### src/rtl/dlx_isa_pkg.sv
// DLX ISA definitions shared by the instruction encoder and the control decoder.
package dlx_isa_pkg;

  // Field widths of the 32-bit instruction word (bit 0 is the MSB)
  localparam int INST_W   = 32;
  localparam int OPCODE_W = 6;
  localparam int REG_W    = 5;
  localparam int FUNC_W   = 6;
  localparam int IMM_J_W  = 26;
  localparam int IMM_I_W  = 16;

  // Opcodes that anchor the class map
  localparam logic [0:OPCODE_W-1] OP_RTYPE        = 6'h00;
  localparam logic [0:OPCODE_W-1] OP_FPRTYPE      = 6'h01;
  localparam logic [0:OPCODE_W-1] OP_J            = 6'h02;
  localparam logic [0:OPCODE_W-1] OP_JAL          = 6'h03;
  localparam logic [0:OPCODE_W-1] OP_RFE          = 6'h10;
  localparam logic [0:OPCODE_W-1] OP_TRAP         = 6'h11;
  localparam logic [0:OPCODE_W-1] OP_ILLEGAL_BASE = 6'h30;

  // Function codes
  localparam logic [0:FUNC_W-1] FN_ADD = 6'h20;

  typedef enum logic [1:0] {CLS_R, CLS_I, CLS_J, CLS_ILLEGAL} inst_class_t;

  // Map an opcode to its instruction format; everything from 0x30 up is unassigned.
  function automatic inst_class_t classify(input logic [0:OPCODE_W-1] op);
    inst_class_t c;
    if (op == OP_RTYPE || op == OP_FPRTYPE)
      c = CLS_R;
    else if (op == OP_J || op == OP_JAL || op == OP_RFE || op == OP_TRAP)
      c = CLS_J;
    else if (op >= OP_ILLEGAL_BASE)
      c = CLS_ILLEGAL;
    else
      c = CLS_I;
    return c;
  endfunction

endpackage

### src/rtl/dlx_sync_fifo.sv
// Synchronous FIFO; pointers carry one extra wrap bit to tell full from empty.
module dlx_sync_fifo #(
  parameter int DATA_W = 32,
  parameter int DEPTH  = 4
) (
  input  logic                     clk,
  input  logic                     clr,
  input  logic                     push,
  input  logic [0:DATA_W-1]        wdata,
  input  logic                     pop,
  output logic [0:DATA_W-1]        rdata,
  output logic                     full,
  output logic                     empty,
  output logic [$clog2(DEPTH):0]   count
);

  localparam int AW = $clog2(DEPTH);

  logic [AW:0]         wr_ptr;
  logic [AW:0]         rd_ptr;
  logic [0:DATA_W-1]   mem [DEPTH];

  assign empty = (wr_ptr == rd_ptr);
  assign full  = (wr_ptr[AW] != rd_ptr[AW]) && (wr_ptr[AW-1:0] == rd_ptr[AW-1:0]);
  assign count = wr_ptr - rd_ptr;
  assign rdata = mem[rd_ptr[AW-1:0]];

  // Pointer update; a clear discards everything queued
  always_ff @(posedge clk) begin
    if (clr) begin
      wr_ptr <= '0;
      rd_ptr <= '0;
    end else begin
      if (push && !full)
        wr_ptr <= wr_ptr + (AW+1)'(1);
      if (pop && !empty)
        rd_ptr <= rd_ptr + (AW+1)'(1);
    end
  end

  // Storage write; contents need no reset since the pointers gate visibility
  always_ff @(posedge clk) begin
    if (push && !full)
      mem[wr_ptr[AW-1:0]] <= wdata;
  end

endmodule

### src/rtl/dlx_inst_encoder.sv
// Packs field-level instruction descriptors into DLX words and streams them to imem.
module dlx_inst_encoder
  import dlx_isa_pkg::*;
#(
  parameter int          DEPTH     = 4,
  parameter logic [0:31] BASE_ADDR = 32'h0000_0000
) (
  input  logic          clk,
  input  logic          reset,
  input  logic          restart,
  input  logic          req_valid,
  output logic          req_ready,
  input  logic [0:5]    req_opcode,
  input  logic [0:5]    req_func,
  input  logic [0:4]    req_rs1,
  input  logic [0:4]    req_rs2,
  input  logic [0:4]    req_rd,
  input  logic [0:25]   req_imm,
  output logic          imem_we,
  input  logic          imem_ready,
  output logic [0:31]   imem_addr,
  output logic [0:31]   imem_wdata,
  output logic          done,
  output logic          err,
  output logic [0:7]    err_count,
  output logic [0:15]   word_count
);

  localparam int CW = $clog2(DEPTH) + 1;

  typedef enum logic [1:0] {ST_RUN, ST_DRAIN, ST_DONE} state_t;

  state_t             state;
  state_t             state_nxt;
  inst_class_t        cls;
  logic [0:INST_W-1]  word;
  logic [CW-1:0]      count;
  logic               clr;
  logic               full;
  logic               empty;
  logic               accept;
  logic               push;
  logic               pop;

  function automatic logic [0:INST_W-1] pack_inst(
    input inst_class_t           c,
    input logic [0:OPCODE_W-1]   op,
    input logic [0:FUNC_W-1]     fn,
    input logic [0:REG_W-1]      s1,
    input logic [0:REG_W-1]      s2,
    input logic [0:REG_W-1]      d,
    input logic [0:IMM_J_W-1]    imm
  );
    logic [0:INST_W-1] w;
    w = '0;
    case (c)
      CLS_R:   w = {op, s1, s2, d, {REG_W{1'b0}}, fn};
      CLS_I:   w = {op, s1, d, imm[IMM_J_W-IMM_I_W:IMM_J_W-1]};
      CLS_J:   w = {op, imm};
      default: w = '0;
    endcase
    return w;
  endfunction

  function automatic logic [0:7] sat_inc8(input logic [0:7] v);
    return (v == 8'hFF) ? v : v + 8'd1;
  endfunction

  assign clr     = reset | restart;
  assign cls     = classify(req_opcode);
  assign word    = pack_inst(cls, req_opcode, req_func, req_rs1, req_rs2, req_rd, req_imm);
  assign accept  = req_valid & req_ready;
  assign push    = accept & (cls != CLS_ILLEGAL);
  assign imem_we = ~empty;
  assign pop     = imem_we & imem_ready;

  // Request to memory boundary: every word is registered in the FIFO
  dlx_sync_fifo #(
    .DATA_W (INST_W),
    .DEPTH  (DEPTH)
  ) u_fifo (
    .clk   (clk),
    .clr   (clr),
    .push  (push),
    .wdata (word),
    .pop   (pop),
    .rdata (imem_wdata),
    .full  (full),
    .empty (empty),
    .count (count)
  );

  // Program-phase state register
  always_ff @(posedge clk) begin
    if (clr)
      state <= ST_RUN;
    else
      state <= state_nxt;
  end

  // Phase transitions: a TRAP closes the program, then the FIFO drains
  always_comb begin
    state_nxt = state;
    req_ready = 1'b0;
    done      = 1'b0;
    case (state)
      ST_RUN: begin
        req_ready = ~full;
        if (accept && req_opcode == OP_TRAP)
          state_nxt = ST_DRAIN;
      end
      ST_DRAIN: begin
        if (pop && count == CW'(1))
          state_nxt = ST_DONE;
      end
      ST_DONE: begin
        done = 1'b1;
      end
      default: state_nxt = ST_RUN;
    endcase
  end

  // Write address, word and error bookkeeping
  always_ff @(posedge clk) begin
    if (clr) begin
      imem_addr  <= BASE_ADDR;
      word_count <= '0;
      err        <= 1'b0;
      err_count  <= '0;
    end else begin
      if (pop) begin
        imem_addr  <= imem_addr + 32'd4;
        word_count <= word_count + 16'd1;
      end
      if (accept && cls == CLS_ILLEGAL) begin
        err       <= 1'b1;
        err_count <= sat_inc8(err_count);
      end
    end
  end

endmodule
### config.mk
export PLATFORM = sky130hd
export DESIGN_NAME = dlx_inst_encoder
export DESIGN_NICKNAME = d
export VERILOG_FILES = /design/src/rtl/dlx_isa_pkg.sv /design/src/rtl/dlx_sync_fifo.sv /design/src/rtl/dlx_inst_encoder.sv
export SDC_FILE = /design/constraint.sdc
export NUM_CORES = 1
export LEC_CHECK = 0
export ABC_AREA = 1
export CAP_MARGIN = 20
export CORE_AREA = 5 5 121 152
export DETAILED_ROUTE_END_ITERATION = 8
export DIE_AREA = 0 0 126 157
export PLACE_DENSITY = 0.79
export SYNTH_ARGS = -nofsm -noshare
export SYNTH_HDL_FRONTEND = slang
export SYNTH_SLANG_ARGS = --single-unit
### constraint.sdc
create_clock -name clk -period 5.25 [get_ports clk]
set_input_delay 0.7875 -clock clk [delete_from_list [all_inputs] [get_ports clk]]
set_output_delay 0.7875 -clock clk [all_outputs]
set_load 0.01 [all_outputs]
# == Yosys cells after proc, flatten, opt, wreduce, memory -nomap -nowiden ==
# Memory sizes are Yosys's and may differ from the RTL's. A register that Yosys moved wholly into a read port is not among the register bits.
# Index checks and enable logic that the tools add are counted.
# word_totals
reg_bits,65
ram_bits,128
input_bits,58
word_cells,71
mem_count,1
# mem_list
name,depth,word_bits,read_ports,rd_ports_with_merged_regs,wr,line_no,text
u_fifo.mem,4,32,1,1,1,dlx_sync_fifo.sv:21,logic [0:DATA_W-1] mem [DEPTH];
# classes
add_sub_neg,6
order_cmp,1
eq_ne,18
mux,13
bitwise_logic,8
reduce_logical,17
# op_table
operator,n
32-bit one-hot mux with 3 select lines,1
32-bit by 3-bit adder with 32-bit output (second input constant),1
16-bit by 1-bit adder with 16-bit output (second input constant),1
2-bit two-way mux,7
6-bit by 2-bit == test with 1-bit output (second input constant),2
6-bit by 5-bit == test with 1-bit output (second input constant),2
8-bit by 1-bit adder with 8-bit output (second input constant),1
8-bit == test (second input constant),1
3-bit by 1-bit adder with 3-bit output (second input constant),2
2-bit == test (second input constant),3
6-bit by 1-bit == test with 1-bit output (second input constant),1
6-bit greater-or-equal comparator (second input constant),1
1-bit logical AND,6
6-bit logical NOT,1
2-bit != test (second input constant),3
2-bit one-hot mux with 3 select lines,1
2-bit by 1-bit == test with 1-bit output (second input constant),2
2-bit logical NOT,2
1-bit logical OR,4
1-bit two-way mux,4
1-bit NOT,4
1-bit bitwise AND,3
3-bit by 1-bit == test with 1-bit output (second input constant),1
3-bit == test,1
7 further kinds,8

# == Logic depth before layout (Yosys ltp) ==
# Gate-level depths: netlist of run 1.
# logic_depth
depth_word,11
ltp_mapped,12
ltp_nobuf,12

# == Hierarchy ==
# A second synthesis of run 1 with hierarchy kept.
# hier_totals
cells_unflattened,945
area_unflattened_um2,8783.4
# by_module_without_submodules
module,n_inst,cells_per_inst,area_per_inst_um2,seq_area_each_um2
dlx_sync_fifo,1,382,5302.6,4003.8
dlx_inst_encoder,1,563,3480.8,1141.1

# == Least setup slack after synthesis of run 1 ==
# No wires, ideal clock.
# synth_timing
path_kind,flip-flop to flip-flop
start,reg u_fifo.wr_ptr[0]
end,"mem u_fifo.mem[2][0] (netlist name), enable pin"
setup_time_ns,0.421
arrival_time_ns,2.600
t_required_ns,4.829
setup_slack_ns,2.229
stages_incl_launch_ff,10
synth_period_minus_slack_ns,3.021
cell_sequence,dfxtp_1 -> inv_1 -> ha_1 -> nand2_1 -> inv_1 -> nand2_2 -> nand3_2 -> nor2_4 -> inv_2 -> nor2_1
# synth_between
elab_chain_len,9
# synth_lines
element,line_no,text
start: declaration,dlx_sync_fifo.sv:19,logic [AW:0] wr_ptr;
start signal: assignment,dlx_sync_fifo.sv:35,wr_ptr <= wr_ptr + (AW+1)'(1);
2-bit == test,dlx_sync_fifo.sv:24,assign full = (wr_ptr[AW] != rd_ptr[AW]) && (wr_ptr[AW-1:0] == rd_ptr[AW-1:0]);
1-bit logical AND,dlx_sync_fifo.sv:24,
1-bit NOT,dlx_inst_encoder.sv:108,req_ready = ~full;
1-bit two-way mux,dlx_inst_encoder.sv:106,case (state)
1-bit bitwise AND,dlx_inst_encoder.sv:72,assign accept = req_valid & req_ready;
1-bit bitwise AND,dlx_inst_encoder.sv:73,assign push = accept & (cls != CLS_ILLEGAL);
1-bit logical AND,dlx_sync_fifo.sv:43,if (push && !full)
1-bit two-way mux,dlx_sync_fifo.sv:43,
1-bit two-way mux (not written as such),dlx_sync_fifo.sv:44,mem[wr_ptr[AW-1:0]] <= wdata;
end: declaration,dlx_sync_fifo.sv:21,
# Several ways; a longest one is shown, not always the timed one.

==> impl_results.md, run 1 <==
* Initial antenna violation count at 1
* Clock sink count at 193
* RSZ-0062 raised after global routing: false
* DIE WIDTH at 126 µm
* Clock H-tree levels at 4
* Hold Crit Depth at 1
* Ys Warns at 0
* Max cap viols at 0
* Crit path max-delay family: buffers and inverters
* Site Rows at 53
* GP Congestion at slightly below 0.9
* Synth cell types at 48
* Slew HR at 0.307
* TritonCTS clock tree: yes
* Clock Skews at between 0.01 and 0.015 ns
* Top cell type's share of synthesized area at 0.424
* Post-CTS Resized at 0
* CP peak stage delay at between 0.4 and 0.5 ns
* Boundary Pins at 150
* Worst path most repeated cell: buf_4
* Register area share after synthesis at 0.567
* Status: finished, final reports clean
* Post-DRT Antenna Nets at 0
* Final period util at 0.708
* Crit Path Category: flop to primary output
* Switching share of power at 0.238
* Layout area overhead at 24.3%
* Total Wirelength at 21.2 mm
* Starting density of the core at 0.543
* Global-route wire length before repair at 34.2 mm
* DP Area at 10700 µm²
* CP arrival at 2.93 ns
* CP bufs+invs at 4
* Peak supply drop at roughly 0.19 mV
* Asr flop ratio synth at 0
* DR DRC count at 0
* Fin crit period at 3.72 ns
* Ys flop type: edfxtp_1
* CP required at about 4.5 ns
* Cells after Synth at 1004
* Vias in the first global route at 6967
* Maximum clock rate at about 270 MHz
* CP max-delay cell: buf_4
* Largest net degree at the start of global routing at between 60 and 70
* Syn Area/Cell at ~9 µm²
* Post-synth EDFFs at between 100 and 150
* Crit path depth at 6
* Initial DRC count at 444
* Comb power frac at 0.093
* Setup TNS at 0 ns
* Ratio of cells with drive above 1 in the final layout at 0.0971
* CP Cell Sequence: buf_4, clkinv_1, buf_4, o21ai_0, o22ai_1, clkdlybuf4s50_1
* Final setup violation count at 0
* Psw at around 770 µW
* DR vias/cell at 5.29
* CTS buffer count at 17
* Gr usage total at 0.216
* Int Power at between 2 and 2.5 mW
* Hold_buf cts at 0
* Critical Path End Type: primary output
* Reg2reg path depth at 10
* Largest fanout on the critical path at 65
* Worst slew pin tran at 1.04 ns
* Static leakage at 3.94 nW
* Clock Path Buffers at 2
* Final hold violations at 0
* Clock share of power at 0.393
* Area contributors post-synth: edfxtp_1 (42%), dfxtp_1 (14%), nand2_1 (9.5%)
* Layout net count at approximately 1200
* Die Ht at 157 µm
* Core area at 16700 µm²
* Mapped Area at 9070 µm²
* DIE AREA at ~20000 µm²
* HP Class: flop to flop
* Total grt overflow at 0
* DRT Pass-1 Iters at 5
* Routed vias at 7259
* Finished Cell Area at 11300 µm²
* Pwr/cell area at 288 nW/µm²
* Flop pwr share at 0.515
* Post-synth top area cell: edfxtp_1
* #FFs+latches synth at 193
* Clock-pin slew on the worst setup and hold paths at 0.07 ns
* Critical Path Start Type: flop
* Slew Viols, Final at 0
* Setup repair bufs after CTS at 0
* Worst-Skew Late Latency at between 0.4 and 0.5 ns
* WL/cell at approximately 15 µm
* Post-DP HPWL at 14.5 mm
* Port bufs at 147
* Diode count at 0
* CTS root buf: clkbuf_16
[through the flow]
step | instances | power [mW] | hold WS, ns | util | setup WS, ns
floorplan | 1005 | 1.86 | 0.463 | - | 2.23
global placement | 1341 | 2.00 | 0.470 | 0.639 | 1.92
detailed placement | 1341 | 2.01 | 0.470 | 0.639 | 1.86
CTS | 1373 | 3.27 | 0.489 | 0.675 | 1.50
global route | 1373 | 3.37 | 0.503 | 0.675 | 1.24
finish | 1373 | 3.24 | 0.480 | 0.675 | 1.53
[power by group through the flow]
stage / clock network [mW] / registers, mW / logic (mW)
3_5_place_dp: 0 / 1.70 / 0.302
6_report: 1.27 / 1.67 / 0.300
3_3_place_gp: 0 / 1.70 / 0.297
4_1_cts: 1.30 / 1.67 / 0.303
5_1_grt: 1.37 / 1.67 / 0.327
2_1_floorplan: 0 / 1.70 / 0.158
[metal layers]
layer	wire, µm	global-route usage	vias to the layer above
met2	10600	0.387	235
li1	-	-	3638
met5	9	0	-
met1	8650	0.247	3356
met4	368	0.0720	2
met3	1530	0.0642	28
[worst register-to-register path, delay by kind of cell (launching register included)]
family	cells	cell delay, ns
and+or+nand+nor	5	1.08
adders and majority gates	1	0.30
DFF	1	0.41
buffers and inverters	4	0.57
[logic make-up (layout without fill, tap and decap cells)]
family / count (synthesis) / after routing / synth area share
fa+ha+maj: 11 / 11 / 0.0160
compound gates: 175 / 175 / 0.111
buf+inv: 115 / 263 / 0.0574
simple gates: 497 / 497 / 0.237
xor+xnor: 12 / 12 / 0.0116
flops: 193 / 193 / 0.567
other cells: 1 / 2 / 0.000413
[flip-flops by register name, indices dropped and copies added, names as in the netlist, named ones only]
register and flops:
u_fifo.wr_ptr 3, state 2, u_fifo.mem 128, word_count 16
err 1, imem_addr 30, u_fifo.rd_ptr 3, err_count 8
[area by class of cell]
cell class	instances	area, µm²
Multi-Input combinational cell	697	3420
Sequential cell	193	5150
Clock buffer	18	429
Fill cell	1360	5440
Tap cell	220	275
Inverter	76	288
Timing Repair Buffer	155	1560
Clock inverter	14	163
[worst paths after layout]
check,from,to,slack (ns)
hold / removal,err,err,0.48
setup / recovery,flop,imem_wdata[8],1.53
hold reg to reg,err,err,0.48
setup reg to reg,u_fifo.wr_ptr[0],u_fifo.mem[1][24],2.60
[layout by cell type (no fill, tap or decap), types with 2 or more instances in the layout]
master           instances
ha_1                    10
o22ai_1                 32
nor2_2                  14
o21ai_0                 78
o21bai_1                 2
a21oi_2                 17
conb_1                   2
nor3_1                   6
inv_8                    2
inv_1                   69
a21oi_1                 32
buf_4                    6
clkinv_4                 3
nand2_2                 22
inv_2                    5
inv_6                    5
dfxtp_1                 64
buf_12                   2
nand4_1                  8
edfxtp_1               128
o21ai_1                  8
nand3_1                 47
nor2_1                 153
xor2_1                  11
clkdlybuf4s50_1        147
nand2_1                230
nor2_4                   7
clkbuf_16               17
[cells in the mapped netlist, types with 17 or more instances]
| library cell | count |
|---|---|
| nand2_1 | 230 |
| nor2_1 | 157 |
| edfxtp_1 | 128 |
| o21ai_0 | 78 |
| inv_1 | 69 |
| dfxtp_1 | 65 |
| nand3_1 | 47 |
| a21oi_1 | 32 |
| o22ai_1 | 32 |
| clkbuf_1 | 22 |
| nand2_2 | 22 |
| a21oi_2 | 17 |
Power figures use the tool's default switching activity.
==> run 2, diff against run 1 <==
--- a/config.mk
+++ b/config.mk
@@ -7,10 +7,10 @@
 export LEC_CHECK = 0
 export ABC_AREA = 1
 export CAP_MARGIN = 20
-export CORE_AREA = 5 5 121 152
+export CORE_AREA = 5 5 122 153
 export DETAILED_ROUTE_END_ITERATION = 8
-export DIE_AREA = 0 0 126 157
-export PLACE_DENSITY = 0.79
+export DIE_AREA = 0 0 127 158
+export PLACE_DENSITY = 0.78
 export SYNTH_ARGS = -nofsm -noshare
 export SYNTH_HDL_FRONTEND = slang
 export SYNTH_SLANG_ARGS = --single-unit
==> constraint.sdc (replaced) <==
create_clock -name clk -period 3.5 [get_ports clk]
set_input_delay 0.525 -clock clk [delete_from_list [all_inputs] [get_ports clk]]
set_output_delay 0.525 -clock clk [all_outputs]
set_load 0.01 [all_outputs]
==> run 2 against run 1 <==
Non-clock buffer count grew 5. Global-route usage grew 0.39 points. Setup slack lost 1.2 ns. Highest routed layer unchanged.
==> impl_results.md, run 2 (synthesis gave the netlist of run 1 again) <==
* Comb power frac at 0.095
* Max reg flops at around 130
* Final period util at 0.918
* CP bufs+invs at 3
* Peak supply drop at 0.213 mV
* Switching share of power at 0.238
* Largest net degree at the start of global routing at 65
* CTS root buf: clkbuf_16
* CP max-delay cell: clkinv_1
* Gr usage total at 0.220
* Finished Core Util at 0.659
* Port bufs at around 150
* Pwr/cell area at 429 nW/µm²
* DR vias/cell at approximately 5.3
* Global-route wire length before repair at about 35 mm
* Clock H-tree levels at 4
* Pre-CTS setup slack at approximately 0.56 ns
* Vias in the first global route at 7170
* Int Power at around 3.7 mW
* Worst-Skew Late Latency at 0.43 ns
* HP Class: flop to flop
* CP Cell Sequence: clkinv_1, buf_12, o21ai_0, o22ai_1, clkdlybuf4s50_1
* CP required at 2.97 ns
* Routed vias at roughly 7400
* Hold_buf cts at 0
* Fin crit period at 3.21 ns
* RSZ-0062 raised after global routing: false
* Slew HR at 0.429
* Post-DP HPWL at approximately 15 mm
* DR DRC count at 0
* Commonest non-fill, non-tap cell in the layout: nand2_1
* Boundary Pins at 150
* Sequential Area at 5150 µm²
* Setup repair bufs after CTS at 0
* Largest fanout on the critical path at 34
* Status: finished, final reports clean
* DIE AREA at 20100 µm²
* Maximum clock rate at 311 MHz
* Most frequent cells in the layout: nand2_1 (230), nor2_1 (153), clkdlybuf4s50_1 (147), edfxtp_1 (128), o21ai_0 (78)
* R2R setup slack at 1.16 ns
* Critical Path Start Type: flop
* DRT Pass-1 Iters at 5
* Die Ht at 158 µm
* Site Rows at 54
* Total grt overflow at 0
* Crit path max-delay family: buffers and inverters
* Crit path depth at 5
* Total Wirelength at 21.8 mm
* Diode count at 0
* Ratio of cells with drive above 1 in the final layout at 0.101
* TritonCTS clock tree: yes
* WL/cell at 15.8 µm
* CP arrival at approximately 2.7 ns
* GP Congestion at 0.910
* Static leakage at roughly 4.0 nW
* Flop pwr share at 0.517
* Filler Cell Count at 1433
* Worst setup margin at 0.286 ns
* Final hold violations at 0
* CTS buffer count at 17
* Starting density of the core at 0.529
* Clock Path Buffers at 2
* Crit path to: imem_wdata[14]
* Multi-input logic area at 3420 µm²
* Clock sink count at 193
* Critical Path End Type: primary output
* Setup TNS at 0 ns
* Final setup violation count at 0
* CP peak stage delay at 0.66 ns
* Worst slew pin tran at 0.852 ns
* Layout area overhead at 24.6%
* Finished Cell Area at roughly 11000 µm²
* Max cap viols at 0
* Clock-pin slew on the worst setup and hold paths at 0.07 ns
* Crit Path Category: flop to primary output
* Initial DRC count at 655
* Layout net count at about 1200
* DP Area at ~11000 µm²
* Psw at between 1 and 1.5 mW
* Clock share of power at 0.389
* Clock Skews at 0.0106 ns
* Initial antenna violation count at 2
* Core area at 17200 µm²
* Total power at 4.85 mW
* Reg2reg path depth at 10
* Slew Viols, Final at 0
* DIE WIDTH at 127 µm
* Reg2Reg Capture Point: u_fifo.mem[0][6]
* Post-CTS Resized at 0
* Launching point of the worst reg2reg path: u_fifo.wr_ptr[0]
* Post-DRT Antenna Nets at 0
-- run 2: cell types whose count changed in the layout (fill, tap and decap cells not counted), sizes merged --
cell,previous run,this run
buf,8,13
clkinv,5,7
inv,83,81
clkbuf,18,17
clkinvlp,1,2
-- run 2: power by group through the flow --
stage	Sequential, mW	Combinational [mW]	Clock [mW]
5_1_grt	2.51	0.501	2.01
4_1_cts	2.50	0.464	1.92
3_5_place_dp	2.56	0.460	0
3_3_place_gp	2.55	0.455	0
2_1_floorplan	2.55	0.236	0
6_report	2.50	0.458	1.89
-- run 2: cell type report --
class,instances,share of cell area
Inverter,76,0.0255
Tap cell,224,0.0248
Clock buffer,17,0.0376
Multi-Input combinational cell,697,0.302
Timing Repair Buffer,160,0.141
Sequential cell,193,0.455
Clock inverter,15,0.0134
-- run 2: per-layer routing --
layer	track usage	share of wire	vias to the layer above	wire, µm
met2	0.380	0.50	244	10900
met4	0.0736	0.022	4	469
met3	0.0645	0.069	43	1500
met5	0	0.0013	-	29
met1	0.264	0.41	3425	8900
li1	-	-	3641	-
-- run 2: worst min-delay path by stage --
stage                                 from          endpoint  slack (ns)  cells after the start
after floorplan           u_fifo.wr_ptr[0]  u_fifo.wr_ptr[0]        0.46                      1
after global placement                 err               err        0.46                      1
after detailed placement               err               err        0.47                      1
after CTS                              err               err        0.49                      1
after global routing                   err               err        0.51                      1
final                                  err               err        0.48                      1
-- run 2: per-stage QoR --
stage               std cells  hold WS [ns]
floorplan                1005         0.463
global placement         1350         0.465
detailed placement       1350         0.470
CTS                      1382         0.485
global route             1382         0.505
finish                   1382         0.476
